===== src/rtl/seg_scan_display_if.sv =====
`default_nettype none
// ============================================================================
//  Module      : seg_scan_display_if
//  Description : Data/display bundle for the multiplexed seven-segment
//                driver.
//                Signals (master = data source, slave = display driver):
//                  din        packed hex nibbles, digit 0 rightmost
//                  we         load strobe for din / dp / blank_mask
//                  dp         decimal-point enable per digit
//                  blank_mask force-dark mask per digit
//                  lz_en      leading-zero suppression (live)
//                  sel        digit selects, active-low
//                  seg        segments {dp,g..a}, active-low
//  Revision    : 1.0 - initial release
// ============================================================================
interface seg_scan_display_if #(
  parameter int DIGITS = 8
);
  logic [4*DIGITS-1:0] din;
  logic                we;
  logic [DIGITS-1:0]   dp;
  logic [DIGITS-1:0]   blank_mask;
  logic                lz_en;
  logic [DIGITS-1:0]   sel;
  logic [7:0]          seg;

  modport master (
    output din, we, dp, blank_mask, lz_en,
    input  sel, seg
  );

  modport slave (
    input  din, we, dp, blank_mask, lz_en,
    output sel, seg
  );
endinterface
`default_nettype wire


===== src/rtl/seg_scan_display.sv =====
`default_nettype none
// ============================================================================
//  Module      : seg_scan_display
//  Description : Multiplexed common-anode seven-segment driver. Latches a
//                packed hex word and scans it across DIGITS digits with a
//                built-in prescaler, dead time at the start of each slot,
//                per-digit decimal points, blanking and optional leading-zero
//                suppression. Runs directly on the system clock.
//  Ports       : clk    system clock, rising edge
//                rst_n  synchronous active-low reset
//                bus    seg_scan_display_if.slave (din/we/dp/blank_mask/
//                       lz_en in, sel/seg out; outputs registered)
//  Revision    : 1.0 - initial release
// ============================================================================
module seg_scan_display #(
  parameter int DIGITS       = 8,
  parameter int SCAN_DIV     = 50000,
  parameter int BLANK_CYCLES = 2
) (
  input  wire logic          clk,
  input  wire logic          rst_n,
  seg_scan_display_if.slave  bus
);

  localparam int CNT_W = (SCAN_DIV > 1) ? $clog2(SCAN_DIV) : 1;
  localparam int IDX_W = (DIGITS > 1) ? $clog2(DIGITS) : 1;
  localparam logic [CNT_W-1:0] C_CNT_LAST = CNT_W'(SCAN_DIV - 1);

  logic [CNT_W-1:0]    cnt_q;
  logic [IDX_W-1:0]    idx_q;
  logic [4*DIGITS-1:0] data_q;
  logic [DIGITS-1:0]   dp_q;
  logic [DIGITS-1:0]   blank_q;
  logic [DIGITS-1:0]   sel_q, sel_d;
  logic [7:0]          seg_q, seg_d;

  logic                slot_end;
  logic                in_dead;
  logic [DIGITS-1:0]   zero_from;
  logic [3:0]          nib;
  logic [6:0]          hex7;
  logic                dark;

  // --------------------------------------------------------------------------
  // Shadow registers
  // --------------------------------------------------------------------------
  always_ff @(posedge clk) begin
    if (!rst_n) begin
      data_q  <= '0;
      dp_q    <= '0;
      blank_q <= '0;
    end else if (bus.we) begin
      data_q  <= bus.din;
      dp_q    <= bus.dp;
      blank_q <= bus.blank_mask;
    end
  end

  // --------------------------------------------------------------------------
  // Slot prescaler and scan index
  // --------------------------------------------------------------------------
  assign slot_end = (cnt_q == C_CNT_LAST);

  always_ff @(posedge clk) begin
    if (!rst_n) begin
      cnt_q <= '0;
    end else if (slot_end) begin
      cnt_q <= '0;
    end else begin
      cnt_q <= cnt_q + 1'b1;
    end
  end

  generate
    if (DIGITS > 1) begin : g_idx_scan
      localparam logic [IDX_W-1:0] C_IDX_LAST = IDX_W'(DIGITS - 1);
      always_ff @(posedge clk) begin
        if (!rst_n) begin
          idx_q <= '0;
        end else if (slot_end) begin
          idx_q <= (idx_q == C_IDX_LAST) ? '0 : idx_q + 1'b1;
        end
      end
    end else begin : g_idx_single
      assign idx_q = '0;
    end
  endgenerate

  // Dead time occupies the first BLANK_CYCLES counts of every slot.
  generate
    if (BLANK_CYCLES > 0) begin : g_dead
      localparam logic [CNT_W-1:0] C_BLANK = CNT_W'(BLANK_CYCLES);
      assign in_dead = (cnt_q < C_BLANK);
    end else begin : g_no_dead
      assign in_dead = 1'b0;
    end
  endgenerate

  // --------------------------------------------------------------------------
  // Digit content
  // --------------------------------------------------------------------------
  // zero_from[i] is set when nibbles i..DIGITS-1 are all zero, scanning down
  // from the most significant digit.
  always_comb begin
    logic acc;
    acc       = 1'b1;
    zero_from = '0;
    for (int i = DIGITS - 1; i >= 0; i--) begin
      acc          = acc & (data_q[4*i +: 4] == 4'd0);
      zero_from[i] = acc;
    end
  end

  assign nib  = 4'(data_q >> {idx_q, 2'b00});
  assign dark = blank_q[idx_q] | (bus.lz_en & (idx_q != '0) & zero_from[idx_q]);

  always_comb begin
    hex7 = 7'h00;
    case (nib)
      4'h0: hex7 = 7'h3F;
      4'h1: hex7 = 7'h06;
      4'h2: hex7 = 7'h5B;
      4'h3: hex7 = 7'h4F;
      4'h4: hex7 = 7'h66;
      4'h5: hex7 = 7'h6D;
      4'h6: hex7 = 7'h7D;
      4'h7: hex7 = 7'h07;
      4'h8: hex7 = 7'h7F;
      4'h9: hex7 = 7'h6F;
      4'hA: hex7 = 7'h77;
      4'hB: hex7 = 7'h7C;
      4'hC: hex7 = 7'h39;
      4'hD: hex7 = 7'h5E;
      4'hE: hex7 = 7'h79;
      4'hF: hex7 = 7'h71;
      default: hex7 = 7'h00;
    endcase
  end

  // Dark digits keep their select asserted; only the segments go off.
  always_comb begin
    sel_d = '1;
    seg_d = 8'hFF;
    if (!in_dead) begin
      sel_d = ~(DIGITS'(1) << idx_q);
      seg_d = dark ? 8'hFF : ~{dp_q[idx_q], hex7};
    end
  end

  // --------------------------------------------------------------------------
  // Registered pin drivers
  // --------------------------------------------------------------------------
  always_ff @(posedge clk) begin
    if (!rst_n) begin
      sel_q <= '1;
      seg_q <= 8'hFF;
    end else begin
      sel_q <= sel_d;
      seg_q <= seg_d;
    end
  end

  assign bus.sel = sel_q;
  assign bus.seg = seg_q;

endmodule
`default_nettype wire

===== src/flat_wrapper.sv =====
// flat-port wrapper written by rule: the top's interface ports become plain ports
module seg_scan_display_flat 
#(
  parameter int DIGITS       = 8,
  parameter int SCAN_DIV     = 50000,
  parameter int BLANK_CYCLES = 2
)
  (clk, rst_n, bus_din, bus_we, bus_dp, bus_blank_mask, bus_lz_en, bus_sel, bus_seg);
  seg_scan_display_if #(.DIGITS(DIGITS)) bus_i ();
  input  wire logic clk;
  input  wire logic rst_n;
  input wire logic [$bits(bus_i.din)-1:0] bus_din;
  input wire logic [$bits(bus_i.we)-1:0] bus_we;
  input wire logic [$bits(bus_i.dp)-1:0] bus_dp;
  input wire logic [$bits(bus_i.blank_mask)-1:0] bus_blank_mask;
  input wire logic [$bits(bus_i.lz_en)-1:0] bus_lz_en;
  output wire logic [$bits(bus_i.sel)-1:0] bus_sel;
  output wire logic [$bits(bus_i.seg)-1:0] bus_seg;
  assign bus_i.din = bus_din;
  assign bus_i.we = bus_we;
  assign bus_i.dp = bus_dp;
  assign bus_i.blank_mask = bus_blank_mask;
  assign bus_i.lz_en = bus_lz_en;
  assign bus_sel = bus_i.sel;
  assign bus_seg = bus_i.seg;
  seg_scan_display #(.DIGITS(DIGITS), .SCAN_DIV(SCAN_DIV), .BLANK_CYCLES(BLANK_CYCLES)) u_core (.clk(clk), .rst_n(rst_n), .bus(bus_i));
endmodule

===== config.mk =====
export PLATFORM = sky130hd
export DESIGN_NAME = seg_scan_display_flat
export DESIGN_NICKNAME = d
export VERILOG_FILES = /design/src/rtl/seg_scan_display_if.sv /design/src/rtl/seg_scan_display.sv /design/src/flat_wrapper.sv
export SDC_FILE = /design/constraint.sdc
export NUM_CORES = 1
export LEC_CHECK = 0
export BUFFER_PORTS_ARGS = -buffer_cell sky130_fd_sc_hd__clkbuf_2
export CORE_MARGIN = 2
export CORE_UTILIZATION = 55
export DETAILED_ROUTE_END_ITERATION = 7
export HOLD_SLACK_MARGIN = 0.12
export PLACE_DENSITY = 0.89
export SLEW_MARGIN = 0
export SYNTH_ARGS = -nofsm -noshare
export SYNTH_HDL_FRONTEND = slang
export SYNTH_SLANG_ARGS = --single-unit

===== constraint.sdc =====
create_clock -name clk -period 2.65 [get_ports clk]
set_input_delay 0.53 -clock clk [delete_from_list [all_inputs] [get_ports clk]]
set_output_delay 0.53 -clock clk [all_outputs]
set_load 0.03 [all_outputs]

==> impl_metrics.yaml <==
run_status:
  status: "complete, no violations"
min_path:
  hold_end: "u_core.blank_q[1]$_SDFFE_PN0P_"
  hold_start: "bus_blank_mask[1]"
  min_path_cells: 3
  hold_path_class: "in -> reg"
power:
  power_leakage_uw: 0.00192
  p_total_uw: 2470
  p_switching_uw: 668
  power_density_nw_per_um2: 562
  peakVddDrop_mv: 0.439
  sw_frac_of_total: 0.271
  p_int_uw: 1800
  clockPowerShare: 0.342
  comb_power_share: 0.112
  seqPwrFrac: 0.546
cells_and_area:
  finalNonFillerCells: 515
  syn2layout_area_growth_pct: 15.4
  nNetsFinal: 494
  drive_gt1_frac: 0.248
  design_area_um2: 4390
  diodes: 0
clock_network:
  htree_num_levels: 3
  cts_root_buffer: "clkbuf_8"
  clock_sink_count: 83
  cts_made_buffers: 9
  post_cts_buffers: 0
  cts_resized: 0
  clk_latency_ns: 0.36
  cts_tree: "built"
  cts.path.max_buffers: 2
  path_clk_slew_ns: 0.09
  postCtsHoldBufs: 0
yosys:
  synth_edf_count: 0
  synth_area_leaders: "dfxtp_1 (44%), mux2i_1 (14%), nor2b_1 (8.1%)"
  synth.top_cell.area_share: 0.437
  syn-instance-count: 366
  synthFlopType: "dfxtp_1"
  ys_seq_area_frac: 0.437
  yosysTopAreaCell: "dfxtp_1"
  syn_area_per_cell_um2: 10.4
  async_reset_ff_frac: 0
  synth_area_um2: 3800
  synth.net_count: 430
  ys_warn_count: 0
  ys_seq_elements: 83
  synthDistinctLibCells: 44
timing:
  finalHoldViolations: 0
  fin_crit_sh: 0.918
  finalWorstSetupSlack_ns: 0.216
  fmax_mhz: 411
  worst_pin_slew_ns: 0.581
  clock_skew_ns: 0.0120
  setup_tns_ns: 0
  setup_viol: 0
  finalCriticalPeriod_ns: 2.43
  slew_viol_final: 0
  rsz0062_at_grt: "no"
  max_slew_margin: 0.612
placement:
  hpwl_um: 5630
  dp.cells: 499
  gp_congestion: 0.907
  placed_area_um2: 4210
  io_buffers: 67
  dp_slack_ns: 0.237
global_route:
  antenna_found_initial: 0
  grt_pass1_wl_um: 12600
  grt_usage: 0.214
  grt_max_degree: 56
  grt_pass1_vias: 2740
  grt-ovfl-total: 0
floorplanning:
  start_util: 0.563
  die_h_um: 87.2
  rows: 30
  ios: 68
  design.core.area_um2: 6760
  die-area_um2: 7600
  die_width_um: 87.2
drt:
  drt_iter0_markers: 140
  routed_wl_um: 7600
  vias_per_cell: 5.48
  wl_per_cell_um: 14.8
  ant_nets: 0
  drc: 0
  vias: 2820
  firstDrtPassIters: 4
critical_path:
  cp_max_fo: 9
  crit_type: "reg -> reg"
  critPathMaxStageDelay_ns: 0.59
  cp_cell_sequence: "mux4_2 -> mux2i_1 -> inv_1 -> ha_1 -> mux2_2 -> nand2_1 -> o211ai_1"
  rrSetupSlack_ns: 0.22
  worstSetupStartpointType: "register"
  crit_family: "multiplexers"
  r2r-start: "u_core.idx_q[0]$_SDFFE_PN0P_"
  end_kind: "register"
  cp.arrival_ns: 2.65
  cp_num_buf_inv: 1
  r2r_cells: 7
  r2r-end: "u_core.bus.seg[5]$_SDFF_PP1_"
  crit_slowest_cell: "dfxtp_1"
  worstPathRequired_ns: 2.86
run:
  max_cap_viol_count: 0
[metal layers]
metal | track usage | vias up | routed length, µm | share of wire
li1 | - | 1406 | - | -
met1 | 0.273 | 1292 | 3500 | 0.46
met2 | 0.340 | 101 | 3500 | 0.46
met3 | 0.0607 | 21 | 406 | 0.053
met4 | 0.0923 | 0 | 194 | 0.026
met5 | 0 | - | 0 | 0
[kinds of logic (layout without fill, tap and decap cells)]
family          count (synthesis)  after routing  share of synthesized area
xor+xnor                       14             14                     0.0322
flops                          83             83                      0.437
mux                            68             68                      0.223
fa+ha+maj                      12             12                     0.0395
simple gates                  136            136                      0.190
compound gates                 23             23                     0.0441
buf+inv                        30             99                     0.0349
[per-stage QoR]
step                      utilization  hold slack [ns]
after detailed placement        0.623            0.456
after floorplan                     -            0.418
after CTS                       0.650            0.409
final                           0.650            0.423
after global placement          0.623            0.430
after global routing            0.650            0.427
[worst max-delay path by stage]
stage	endpoint	slack, ns	cells past startpoint	start
2_1_floorplan	u_core.bus.seg[5]$_SDFF_PP1_	0.28	9	u_core.idx_q[0]$_SDFFE_PN0P_
3_3_place_gp	u_core.bus.seg[5]$_SDFF_PP1_	0.32	7	u_core.idx_q[0]$_SDFFE_PN0P_
3_5_place_dp	u_core.bus.seg[5]$_SDFF_PP1_	0.24	7	u_core.idx_q[0]$_SDFFE_PN0P_
4_1_cts	u_core.bus.seg[5]$_SDFF_PP1_	0.22	7	u_core.idx_q[0]$_SDFFE_PN0P_
5_1_grt	u_core.bus.seg[5]$_SDFF_PP1_	0.03	7	u_core.idx_q[0]$_SDFFE_PN0P_
6_report	u_core.bus.seg[5]$_SDFF_PP1_	0.22	7	u_core.idx_q[0]$_SDFFE_PN0P_
[cell type report]
type | count | area [µm²]
Fill cell | 521 | 2370
Multi-Input combinational cell | 253 | 2010
Sequential cell | 83 | 1660
Timing Repair Buffer | 74 | 400
Clock buffer | 9 | 124
Tap cell | 80 | 100
Clock inverter | 7 | 58.8
Inverter | 9 | 33.8
[cells in the final DEF, fill, tap and decap left out, drive strengths merged, types with 2 or more instances in the layout]
| cell type | n |
|---|---|
| mux2i | 55 |
| nor3b | 2 |
| o21a | 2 |
| a21oi | 4 |
| ha | 12 |
| inv | 13 |
| o211ai | 3 |
| and3 | 4 |
| buf | 7 |
| clkinv | 2 |
| clkbuf | 76 |
| xor2 | 7 |
| nor3 | 5 |
| nor2b | 49 |
| a211oi | 2 |
| nand3 | 11 |
| nor4 | 11 |
| nand2 | 23 |
| dfxtp | 83 |
| o311ai | 2 |
| nor2 | 23 |
| and2 | 4 |
| xnor2 | 7 |
| mux4 | 12 |
| o21ai | 5 |
[worst register-to-register path: stages (launching register included)]
cell	delay, ns
dfxtp_1	0.59
mux4_2	0.56
mux2i_1	0.31
inv_1	0.16
ha_1	0.27
mux2_2	0.27
nand2_1	0.07
o211ai_1	0.08
[power by group through the flow]
stage | Sequential, µW | Combinational [µW] | Clock [µW]
finish | 1350 | 277 | 843
global placement | 1370 | 267 | 0
floorplan | 1380 | 177 | 0
detailed placement | 1370 | 276 | 0
CTS | 1340 | 278 | 858
global route | 1350 | 304 | 905
[Yosys cell counts, types with 2 or more instances]
library cell,n
dfxtp_1,83
mux2i_1,53
nor2b_1,49
nor2_1,23
nand2_1,22
ha_1,12
mux4_2,12
nand3_1,11
nor4_1,11
clkbuf_1,9
inv_1,8
buf_2,7
xnor2_1,7
xor2_1,7
nor3_1,5
a21oi_1,4
and3_1,4
o21ai_0,4
and2_1,3
buf_4,3
o211ai_1,3
buf_1,2
nor3b_1,2
o21a_1,2
[flip-flops by register name, indices dropped and copies added, names as in the netlist]
register / count
u_core.data_q: 32
u_core.cnt_q: 16
u_core.blank_q: 8
u_core.bus.seg: 8
u_core.bus.sel: 8
u_core.dp_q: 8
u_core.idx_q: 3
Note: power is estimated with default switching activity, not from simulation.
